`config.mk`:
```
export PLATFORM = sky130hd
export DESIGN_NAME = seven_segment_capture
export DESIGN_NICKNAME = d
export VERILOG_FILES = /design/src/rtl/seven_segment_pkg.sv /design/src/rtl/seven_segment_to_char.sv /design/src/rtl/seven_segment_capture.sv
export SDC_FILE = /design/constraint.sdc
export NUM_CORES = 1
export LEC_CHECK = 0
export ABC_AREA = 1
export ABC_CLOCK_PERIOD_IN_PS = 5250
export BUFFER_PORTS_ARGS = -buffer_cell sky130_fd_sc_hd__buf_2
export CAP_MARGIN = 10
export CORE_MARGIN = 5
export CORE_UTILIZATION = 40
export CTS_CLUSTER_SIZE = 24
export DETAILED_ROUTE_END_ITERATION = 12
export GPL_ROUTABILITY_DRIVEN = 0
export MAX_ROUTING_LAYER = met4
export PLACE_DENSITY = 0.66
export SYNTH_ARGS = -nofsm -noshare
export SYNTH_HDL_FRONTEND = slang
export SYNTH_SLANG_ARGS = --single-unit
```
`constraint.sdc`:
```
create_clock -name clk -period 5.25 [get_ports clk]
set_clock_uncertainty 0.2 [all_clocks]
set_input_delay 0.525 -clock clk [delete_from_list [all_inputs] [get_ports clk]]
set_output_delay 0.525 -clock clk [all_outputs]
set_load 0.005 [all_outputs]
```
`src/rtl/seven_segment_pkg.sv`:
```
// Shared definitions for the seven-segment capture and display-driver side.
// Holds the 5-bit character code width, the named codes that are not plain
// hex digits, and the capture FSM state encoding.
package seven_segment_pkg;

    localparam int CODE_W = 5;

    typedef logic [CODE_W-1:0] char_code_t;

    localparam char_code_t CHAR_BLANK   = 5'd16;
    localparam char_code_t CHAR_H       = 5'd17;
    localparam char_code_t CHAR_L       = 5'd18;
    localparam char_code_t CHAR_P       = 5'd19;
    localparam char_code_t CHAR_U       = 5'd20;
    localparam char_code_t CHAR_DASH    = 5'd21;
    localparam char_code_t CHAR_UNKNOWN = 5'd31;

    // IDLE: no digit selected, SETTLE: one-hot select being qualified,
    // HOLD: digit accepted, waiting for the scan to move on
    typedef enum logic [1:0] {
        IDLE   = 2'd0,
        SETTLE = 2'd1,
        HOLD   = 2'd2
    } capture_state_e;

endpackage

```
`src/rtl/seven_segment_to_char.sv`:
```
// Combinational decoder from an active-high abcdefg segment pattern
// (a = bit 6) to a 5-bit character code. Hex digits map to 0..15, a few
// letters and symbols map to the named package codes, everything else is
// reported as unknown.
// Ports:
//   pattern_i  7-bit active-high segment pattern abcdefg
//   code_o     5-bit character code
module seven_segment_to_char
    import seven_segment_pkg::*;
(
    input  logic [6:0]        pattern_i,
    output logic [CODE_W-1:0] code_o
);

    // Full lookup; lowercase b and d are the conventional hex shapes
    always_comb begin
        code_o = CHAR_UNKNOWN;
        case (pattern_i)
            7'b1111110: code_o = 5'd0;
            7'b0110000: code_o = 5'd1;
            7'b1101101: code_o = 5'd2;
            7'b1111001: code_o = 5'd3;
            7'b0110011: code_o = 5'd4;
            7'b1011011: code_o = 5'd5;
            7'b1011111: code_o = 5'd6;
            7'b1110000: code_o = 5'd7;
            7'b1111111: code_o = 5'd8;
            7'b1111011: code_o = 5'd9;
            7'b1110111: code_o = 5'd10;
            7'b0011111: code_o = 5'd11;
            7'b1001110: code_o = 5'd12;
            7'b0111101: code_o = 5'd13;
            7'b1001111: code_o = 5'd14;
            7'b1000111: code_o = 5'd15;
            7'b0000000: code_o = CHAR_BLANK;
            7'b0110111: code_o = CHAR_H;
            7'b0001110: code_o = CHAR_L;
            7'b1100111: code_o = CHAR_P;
            7'b0111110: code_o = CHAR_U;
            7'b0000001: code_o = CHAR_DASH;
            default:    code_o = CHAR_UNKNOWN;
        endcase
    end

endmodule

```
`src/rtl/seven_segment_capture.sv`:
```
// Captures the characters shown on a multiplexed, active-low seven-segment
// display by watching its segment and digit-select lines. Each digit must be
// stable for stable_cycles synchronised samples before it is accepted; once
// every digit position has been accepted the whole frame is published.
// Ports:
//   clk           single clock
//   reset_n       asynchronous active-low reset
//   abcdefgh      segment lines a..g, dp (active-low, a = bit 7)
//   digit         digit selects (active-low, bit 0 = rightmost)
//   char_flat     per-digit character codes, slot i at bits 5i+4..5i
//   dp_flat       per-digit decimal point, active-high
//   frame_valid   one-cycle pulse when a new frame is published
//   select_error  one-cycle pulse when several digits are selected at once
module seven_segment_capture
    import seven_segment_pkg::*;
#(
    parameter int w_digit       = 4,
    parameter int stable_cycles = 16
) (
    input  logic                      clk,
    input  logic                      reset_n,
    input  logic [7:0]                abcdefgh,
    input  logic [w_digit-1:0]        digit,
    output logic [CODE_W*w_digit-1:0] char_flat,
    output logic [w_digit-1:0]        dp_flat,
    output logic                      frame_valid,
    output logic                      select_error
);

    // Counter value on the cycle whose sample is the last one needed
    localparam logic [7:0] ACCEPT_AT = 8'(stable_cycles - 1);
    localparam int         SAMPLE_W  = w_digit + 8;

    logic [7:0]         segMeta_q, segSync_q;
    logic [w_digit-1:0] selMeta_q, selSync_q;
    logic [7:0]         seg;
    logic [w_digit-1:0] sel;

    capture_state_e            state_q, state_d;
    logic [7:0]                count_q, count_d;
    logic [w_digit-1:0]        mask_q, mask_d;
    logic [SAMPLE_W-1:0]       sampleLast_q;
    logic [CODE_W*w_digit-1:0] pendChar_q, pendChar_d;
    logic [w_digit-1:0]        pendDp_q, pendDp_d;
    logic [CODE_W*w_digit-1:0] charFlat_q;
    logic [w_digit-1:0]        dpFlat_q;
    logic                      frameValid_q, frameDone;
    logic                      selectError_q, selectError_d;
    logic [CODE_W-1:0]         segCode;
    logic                      multiSel, prevMulti, changed, accept;

    assign seg = ~segSync_q;
    assign sel = ~selSync_q;

    seven_segment_to_char u_decode (
        .pattern_i (seg[7:1]),
        .code_o    (segCode)
    );

    // Two-flop synchroniser; idles at all-ones, which is "nothing lit"
    always_ff @(posedge clk or negedge reset_n) begin
        if (!reset_n) begin
            segMeta_q <= '1;
            segSync_q <= '1;
            selMeta_q <= '1;
            selSync_q <= '1;
        end else begin
            segMeta_q <= abcdefgh;
            segSync_q <= segMeta_q;
            selMeta_q <= digit;
            selSync_q <= selMeta_q;
        end
    end

    // Next-state logic. The error pulse only fires on entry into a
    // multi-select so a held overlap reports once, not every cycle.
    always_comb begin
        multiSel      = !$onehot0(sel);
        prevMulti     = !$onehot0(sampleLast_q[SAMPLE_W-1:8]);
        changed       = ({sel, seg} != sampleLast_q);
        state_d       = state_q;
        count_d       = count_q;
        accept        = 1'b0;
        selectError_d = 1'b0;
        if (multiSel) begin
            state_d       = IDLE;
            count_d       = 8'd0;
            selectError_d = !prevMulti;
        end else if (sel == '0) begin
            state_d = IDLE;
            count_d = 8'd0;
        end else begin
            case (state_q)
                SETTLE: begin
                    if (changed) begin
                        count_d = 8'd1;
                    end else begin
                        count_d = (count_q == 8'hFF) ? count_q : count_q + 8'd1;
                        if (count_q >= ACCEPT_AT) begin
                            state_d = HOLD;
                            accept  = 1'b1;
                        end
                    end
                end
                HOLD: begin
                    if (changed) begin
                        state_d = SETTLE;
                        count_d = 8'd1;
                    end else begin
                        count_d = (count_q == 8'hFF) ? count_q : count_q + 8'd1;
                    end
                end
                default: begin
                    state_d = SETTLE;
                    count_d = 8'd1;
                end
            endcase
        end
    end

    // Pending-frame update: accepted digit lands in its slot, and a full
    // mask publishes the merged data and starts a fresh mask
    always_comb begin
        pendChar_d = pendChar_q;
        pendDp_d   = pendDp_q;
        mask_d     = mask_q;
        frameDone  = 1'b0;
        if (accept) begin
            for (int i = 0; i < w_digit; i++) begin
                if (sel[i]) begin
                    pendChar_d[i*CODE_W +: CODE_W] = segCode;
                    pendDp_d[i]                    = seg[0];
                end
            end
            mask_d = mask_q | sel;
            if (mask_d == '1) begin
                frameDone = 1'b1;
                mask_d    = '0;
            end
        end
    end

    // Capture FSM with registered outputs
    always_ff @(posedge clk or negedge reset_n) begin
        if (!reset_n) begin
            state_q       <= IDLE;
            count_q       <= 8'd0;
            mask_q        <= '0;
            sampleLast_q  <= '0;
            pendChar_q    <= '0;
            pendDp_q      <= '0;
            charFlat_q    <= '0;
            dpFlat_q      <= '0;
            frameValid_q  <= 1'b0;
            selectError_q <= 1'b0;
        end else begin
            state_q       <= state_d;
            count_q       <= count_d;
            mask_q        <= mask_d;
            sampleLast_q  <= {sel, seg};
            pendChar_q    <= pendChar_d;
            pendDp_q      <= pendDp_d;
            frameValid_q  <= frameDone;
            selectError_q <= selectError_d;
            if (frameDone) begin
                charFlat_q <= pendChar_d;
                dpFlat_q   <= pendDp_d;
            end
        end
    end

    assign char_flat    = charFlat_q;
    assign dp_flat      = dpFlat_q;
    assign frame_valid  = frameValid_q;
    assign select_error = selectError_q;

endmodule
```
# After elaboration in Yosys (flattened, before gate mapping)
# Cells that the tools add are included.
# classes
add_sub_neg	7
n_lt_le_gt_ge	3
eq_ne	30
muxes	31
n_bitwise	3
n_reduce_logical	4
# op_table
cell	n
case mux 5 bit (22 select lines)	1
== test 7 bit (second input constant)	13
two-way mux 8 bit	5
== test 7 x 6 -> 1 bit (second input constant)	5
two-way mux 20 bit	1
two-way mux 5 bit	4
two-way mux 1 bit	12
inequality test 12 bit	1
inequality test 4 bit (second input constant)	3
two-way mux 2 bit	5
adder 1 x 1 -> 2 bit	4
adder 8 x 1 -> 8 bit (second input constant)	1
== test 8 bit (second input constant)	1
greater-or-equal comparator 8 x 4 -> 1 bit (second input constant)	1
two-way mux 4 bit	2
NOT 8 bit	1
== test 7 x 1 -> 1 bit (second input constant)	1
== test 7 x 4 -> 1 bit (second input constant)	1
== test 7 x 5 -> 1 bit (second input constant)	1
logical NOT 7 bit	1
adder 2 x 2 -> 3 bit	2
<= comparator 3 x 1 -> 1 bit (second input constant)	2
inequality test 5 bit (second input constant)	1
== test 4 bit (second input constant)	1
8 further kinds	8
# word_totals
ff_bits	100
in_bits	14
output_inout_bits	26
word_cells	92

# Longest topological paths before layout
# logic_depth
depth_word	7
ltp_mapped	14
depth_no_buf	13

# Hierarchy
# A second synthesis with hierarchy kept.
# hier_totals
hier_cells	572
hier_area_um2	4879.7
# modules_own_cells
module	n_inst	cells_each	area_each_um2	seq_area_each_um2
seven_segment_capture	1	473	4428.0	2532.4
seven_segment_to_char	1	99	451.7	0.0

# Worst setup path before layout
# Ideal clock, no wire load.
# synth_path
path_kind	register -> register
from	register selSync_q[0]
to	register dpFlat_q[3] (netlist: dp_flat[3])
setup_time_ps	118
arrival_time_ps	1966
t_required_ps	4932
path_slack_ps	2966
stages_incl_launch_ff	11
path_buffers	1
period_less_slack_ps	2284
path_cell_list	dfstp_2 -> fa_1 -> o21a_1 -> nand2_2 -> nor2_4 -> nand4_4 -> nor2_8 -> inv_4 -> buf_6 -> nand2_1 -> nand2_1
# synth_between
elab_chain_cells	7
elab_cells_between_ends	15
cone_classes	add/sub: 2; order compare: 1; eq/ne: 2; mux: 7; bitwise: 2; reduce/logical: 1
# synth_rtl
element	line	rtl
start: declaration	seven_segment_capture.sv:35	logic [w_digit-1:0] selMeta_q, selSync_q;
start signal: assignment	seven_segment_capture.sv:71	selSync_q <= selMeta_q;
NOT 4 bit (*)	seven_segment_capture.sv:53	assign sel = ~selSync_q;
parallel branches: the longest is 5 deep, another holds adder 2 x 2 -> 3 bit	n/a	
two-way mux 1 bit (*)	seven_segment_capture.sv:128	if (accept) begin
named net frameDone	seven_segment_capture.sv:47	logic frameValid_q, frameDone;
end signal: assignment	seven_segment_capture.sv:167	dpFlat_q <= pendDp_d;
end: declaration	seven_segment_capture.sv:46	logic [w_digit-1:0] dpFlat_q;
# Mark *: on every way through the listed nets, which the timed path passes.
# A chain may end at the register's enable or synchronous reset.

# Worst setup path in the final report
# layout_path
from	register selSync_q[0]
to	register charFlat_q[13] (netlist: char_flat[13])
# layout_between
elab_chain_cells	7
elab_cells_between_ends	15
cone_classes	add/sub: 2; order compare: 1; eq/ne: 2; mux: 7; bitwise: 2; reduce/logical: 1
# layout_rtl
element	line	rtl
NOT 4 bit (*)	seven_segment_capture.sv:53	
parallel branches: the longest is 4 deep, another holds adder 2 x 2 -> 3 bit	n/a	
two-way mux 1 bit (*)	seven_segment_capture.sv:85	if (multiSel) begin
two-way mux 20 bit (*)	seven_segment_capture.sv:128	
named net pendChar_d[13]	seven_segment_capture.sv:43	logic [CODE_W*w_digit-1:0] pendChar_q, pendChar_d;
end signal: assignment	seven_segment_capture.sv:166	charFlat_q <= pendChar_d;
end: declaration	seven_segment_capture.sv:45	logic [CODE_W*w_digit-1:0] charFlat_q;
# Marks and branches as above.

==> impl_metrics.csv <==
group,metric,value,unit
run_status,outcome,"complete, but fails checks",
run_status,violations,"hold timing",
global_routing,grt_first_pass_wirelength,16.3,mm
critical_path,cp.arrival,2.72,ns
global_routing,grt_remaining_overflow,0,
clock_tree,cts-buffers-inserted,9,
timing,worstMarginPinSlew,0.635,ns
clock_tree,cts_hold_buf,0,
critical_path,cp-startpoint,"selSync_q[0]$_DFF_PN1_",
layout,final_cell_mix,"nand2_1, dfrtp_1, nor2_1",
clock_tree,cts_buffer_depth,2,
floorplan,core-area,0.0113,sq mm
critical_path,cp.depth,10,
critical_path,reg2reg_slack,2.62,ns
hold_path,hp-class,"primary input to asynchronous set/reset pin",
clock_tree,clockRootBuffer,"clkbuf_16",
critical_path,cp_slowest_stage_delay,0.54,ns
timing,timing.fmax,380,MHz
timing,holdWs,-0.00492,ns
power,power,1550,uW
synth,synthArstFlopShare,100,%
clock_tree,htreeDepth,3,
clock_tree,clkLatencyLatePin,0.34,ns
placement,postPlaceCellArea,0.00489,sq mm
layout,syn_to_final_growth,13.6,%
global_routing,antenna_found_initial,0,
floorplan,dieWidth,117,microns
global_routing,grt_max_degree,54,
global_routing,gr-usage-all-layers,15.4,%
route,vias,3461,
global_routing,met2_usage,25.0,%
floorplan,rows,39,
synth,ys_ff_latch,100,
route,dr.pass1.iters,4,
critical_path,crit_fanout,14,
route,final_antenna_net_count,0,
global_routing,grt_pass1_vias,3504,
synth,avgSynthCellArea,8.56,sq um
timing,hold_viol_final,11,
critical_path,regToRegStartpoint,"selSync_q[0]$_DFF_PN1_",
layout,final_net_count,600,
layout,design_area,0.00517,sq mm
critical_path,crit_chain,"fa_1 -> o21a_1 -> nand2_2 -> nor2_4 -> nand4_4 -> nor2_2 -> nand2_1 -> nand2_2 -> nand2_1 -> nand2_1",
timing,fin_crit,2.63,ns
route,routed_wl,9.21,mm
timing,slew_violations,0,
floorplan,die_y,117,microns
placement,dp_hpwl,6.77,mm
critical_path,crit_family,"simple AND/OR/NAND/NOR gates",
global_routing,busiest_layer,"met2",
floorplan,io_pins,40,
clock_tree,cts-resized-gates,0,
critical_path,worstPathRequired,5.33,ns
power,ir_worst_vdd,0.000155,V
global_routing,use_met1,19.5,%
clock_tree,clk_pin_slew_worst_paths,0.07,ns
synth,ys_types,35,
run,max-cap-violations,0,
global_routing,use_met3,2.95,%
route,wl_per_cell,12.7,microns
route,drc,0,
critical_path,worst_setup_path_start_kind,"flop",
layout,fin_util,45.9,%
critical_path,slowest_stage,"fa_1",
critical_path,critical_path_class,"flop to flop",
layout,drive_above_1_share,17.6,%
synth,yosys_warnings,0,
synth,synth_nets,556,
clock_tree,postCtsSetupBuffers,0,
timing,period_share,50.2,%
floorplan,start_util,40.4,%
critical_path,cp.buffers_inverters,0,
synth,synth-edff-count,0,
critical_path,reg2reg_to,"char_flat[13]$_DFFE_PN0P_",
synth,yosys_most_used_dff,"dfrtp_1",
layout,layout.cells.most_common,"nand2_1",
clock_tree,cts_tree,"done",
timing,finalSetupViolCount,0,
power,power_leakage,0.00281,uW
layout,diodes,0,
clock_tree,cts_sinks,100,
floorplan,die_area,0.0136,sq mm
critical_path,crit_top_cell,"nand2_1",
synth,synth_area,0.00455,sq mm
timing,rsz0062_at_grt,"no",
timing,finalSetupTns,0,ns
critical_path,reg2regPathDepth,10,
route,viasPerCell,4.78,
route,drt_iter0_drc,266,
critical_path,endpoint_kind,"flop",
timing,relSlewSlack,57.7,%
power,powerDensity,299,mW/mm^2
synth,ys_seq_area_share,55.6,%
placement,port_buffers,39,
synth,synthCells,532,
[Yosys cell counts, drive strengths merged (2+ instances only)]
| cell type | count | area share, % |
|---|---|---|
| nand4 | 9 | 1.6 |
| ha | 8 | 2.2 |
| a21oi | 6 | 0.66 |
| clkbuf | 2 | 0.27 |
| inv | 52 | 4.3 |
| dfrtp | 76 | 42 |
| xor2 | 4 | 0.77 |
| a211oi | 3 | 0.49 |
| o21a | 5 | 0.82 |
| buf | 6 | 0.99 |
| fa | 2 | 0.88 |
| xnor2 | 2 | 0.38 |
| nand3 | 33 | 3.6 |
| o211a | 2 | 0.44 |
| dfstp | 24 | 14 |
| nand2 | 215 | 18 |
| nor2 | 66 | 6.6 |
| nor3 | 5 | 0.55 |
| o21ai | 3 | 0.33 |
| and2 | 4 | 0.55 |
[per-stage QoR]
step,worst slack [ns],cells
floorplan,2.97,532
global placement,2.73,708
detailed placement,2.64,708
CTS,2.59,724
global route,2.46,724
finish,2.62,724
[registers in the layout, indices dropped and copies added (netlist names)]
| register | cells |
|---|---|
| frame_valid | 1 |
| sampleLast_q | 12 |
| state_q | 2 |
| selMeta_q | 4 |
| segSync_q | 8 |
| count_q | 8 |
| mask_q | 4 |
| selSync_q | 4 |
| select_error | 1 |
| dp_flat | 4 |
| pendChar_q | 20 |
| char_flat | 20 |
| pendDp_q | 4 |
| segMeta_q | 8 |
[power breakdown]
part / switching [uW] / total (uW) / internal [uW] / leakage (uW)
sequential: 17.3 / 814 / 797 / 0.00128
clock: 302 / 631 / 329 / 0.000135
combinational: 70.7 / 102 / 31.0 / 0.00140
[worst reg2reg max path, delay by kind of cell (launching register included)]
kind	cells	cell delay, ns
AO/OA/AOI/OAI	1	0.16
adder cells (fa/ha/maj)	1	0.54
flip-flops	1	0.41
AND/OR/NAND/NOR	8	1.28
[how the worst max path moves through the flow]
| stage | slack, ns | endpoint |
|---|---|---|
| floorplan | 2.97 | dp_flat[3]$_DFFE_PN0P_ |
| global placement | 2.73 | char_flat[13]$_DFFE_PN0P_ |
| detailed placement | 2.64 | char_flat[10]$_DFFE_PN0P_ |
| CTS | 2.59 | char_flat[13]$_DFFE_PN0P_ |
| global route | 2.46 | char_flat[13]$_DFFE_PN0P_ |
| finish | 2.62 | char_flat[13]$_DFFE_PN0P_ |
[layer usage]
layer | share of wire, % | routed length, microns
met4 | 2.1 | 192
met1 | 46 | 4210
met5 | 0 | 0
met3 | 4.0 | 370
met2 | 48 | 4440
[cells by family (layout without fill, tap and decap cells)]
group	Yosys count	count (layout)	share of synthesized area [%]
AO/OA/AOI/OAI	20	20	2.88
XOR/XNOR	6	6	1.15
adder cells (fa/ha/maj)	10	10	3.08
buffers and inverters	60	109	5.60
flip-flops	100	100	55.6
AND/OR/NAND/NOR	336	336	31.7
[cell type report]
cell class	instances	area, sq um
repair buffers	41	213
clock inverters	7	60.1
flip-flops and latches	100	2530
clock buffers	9	225
fillers	1072	6100
well taps	143	179
inverters	52	198
multi-input cells	372	1770
Note: power is estimated with default switching activity, not from simulation.
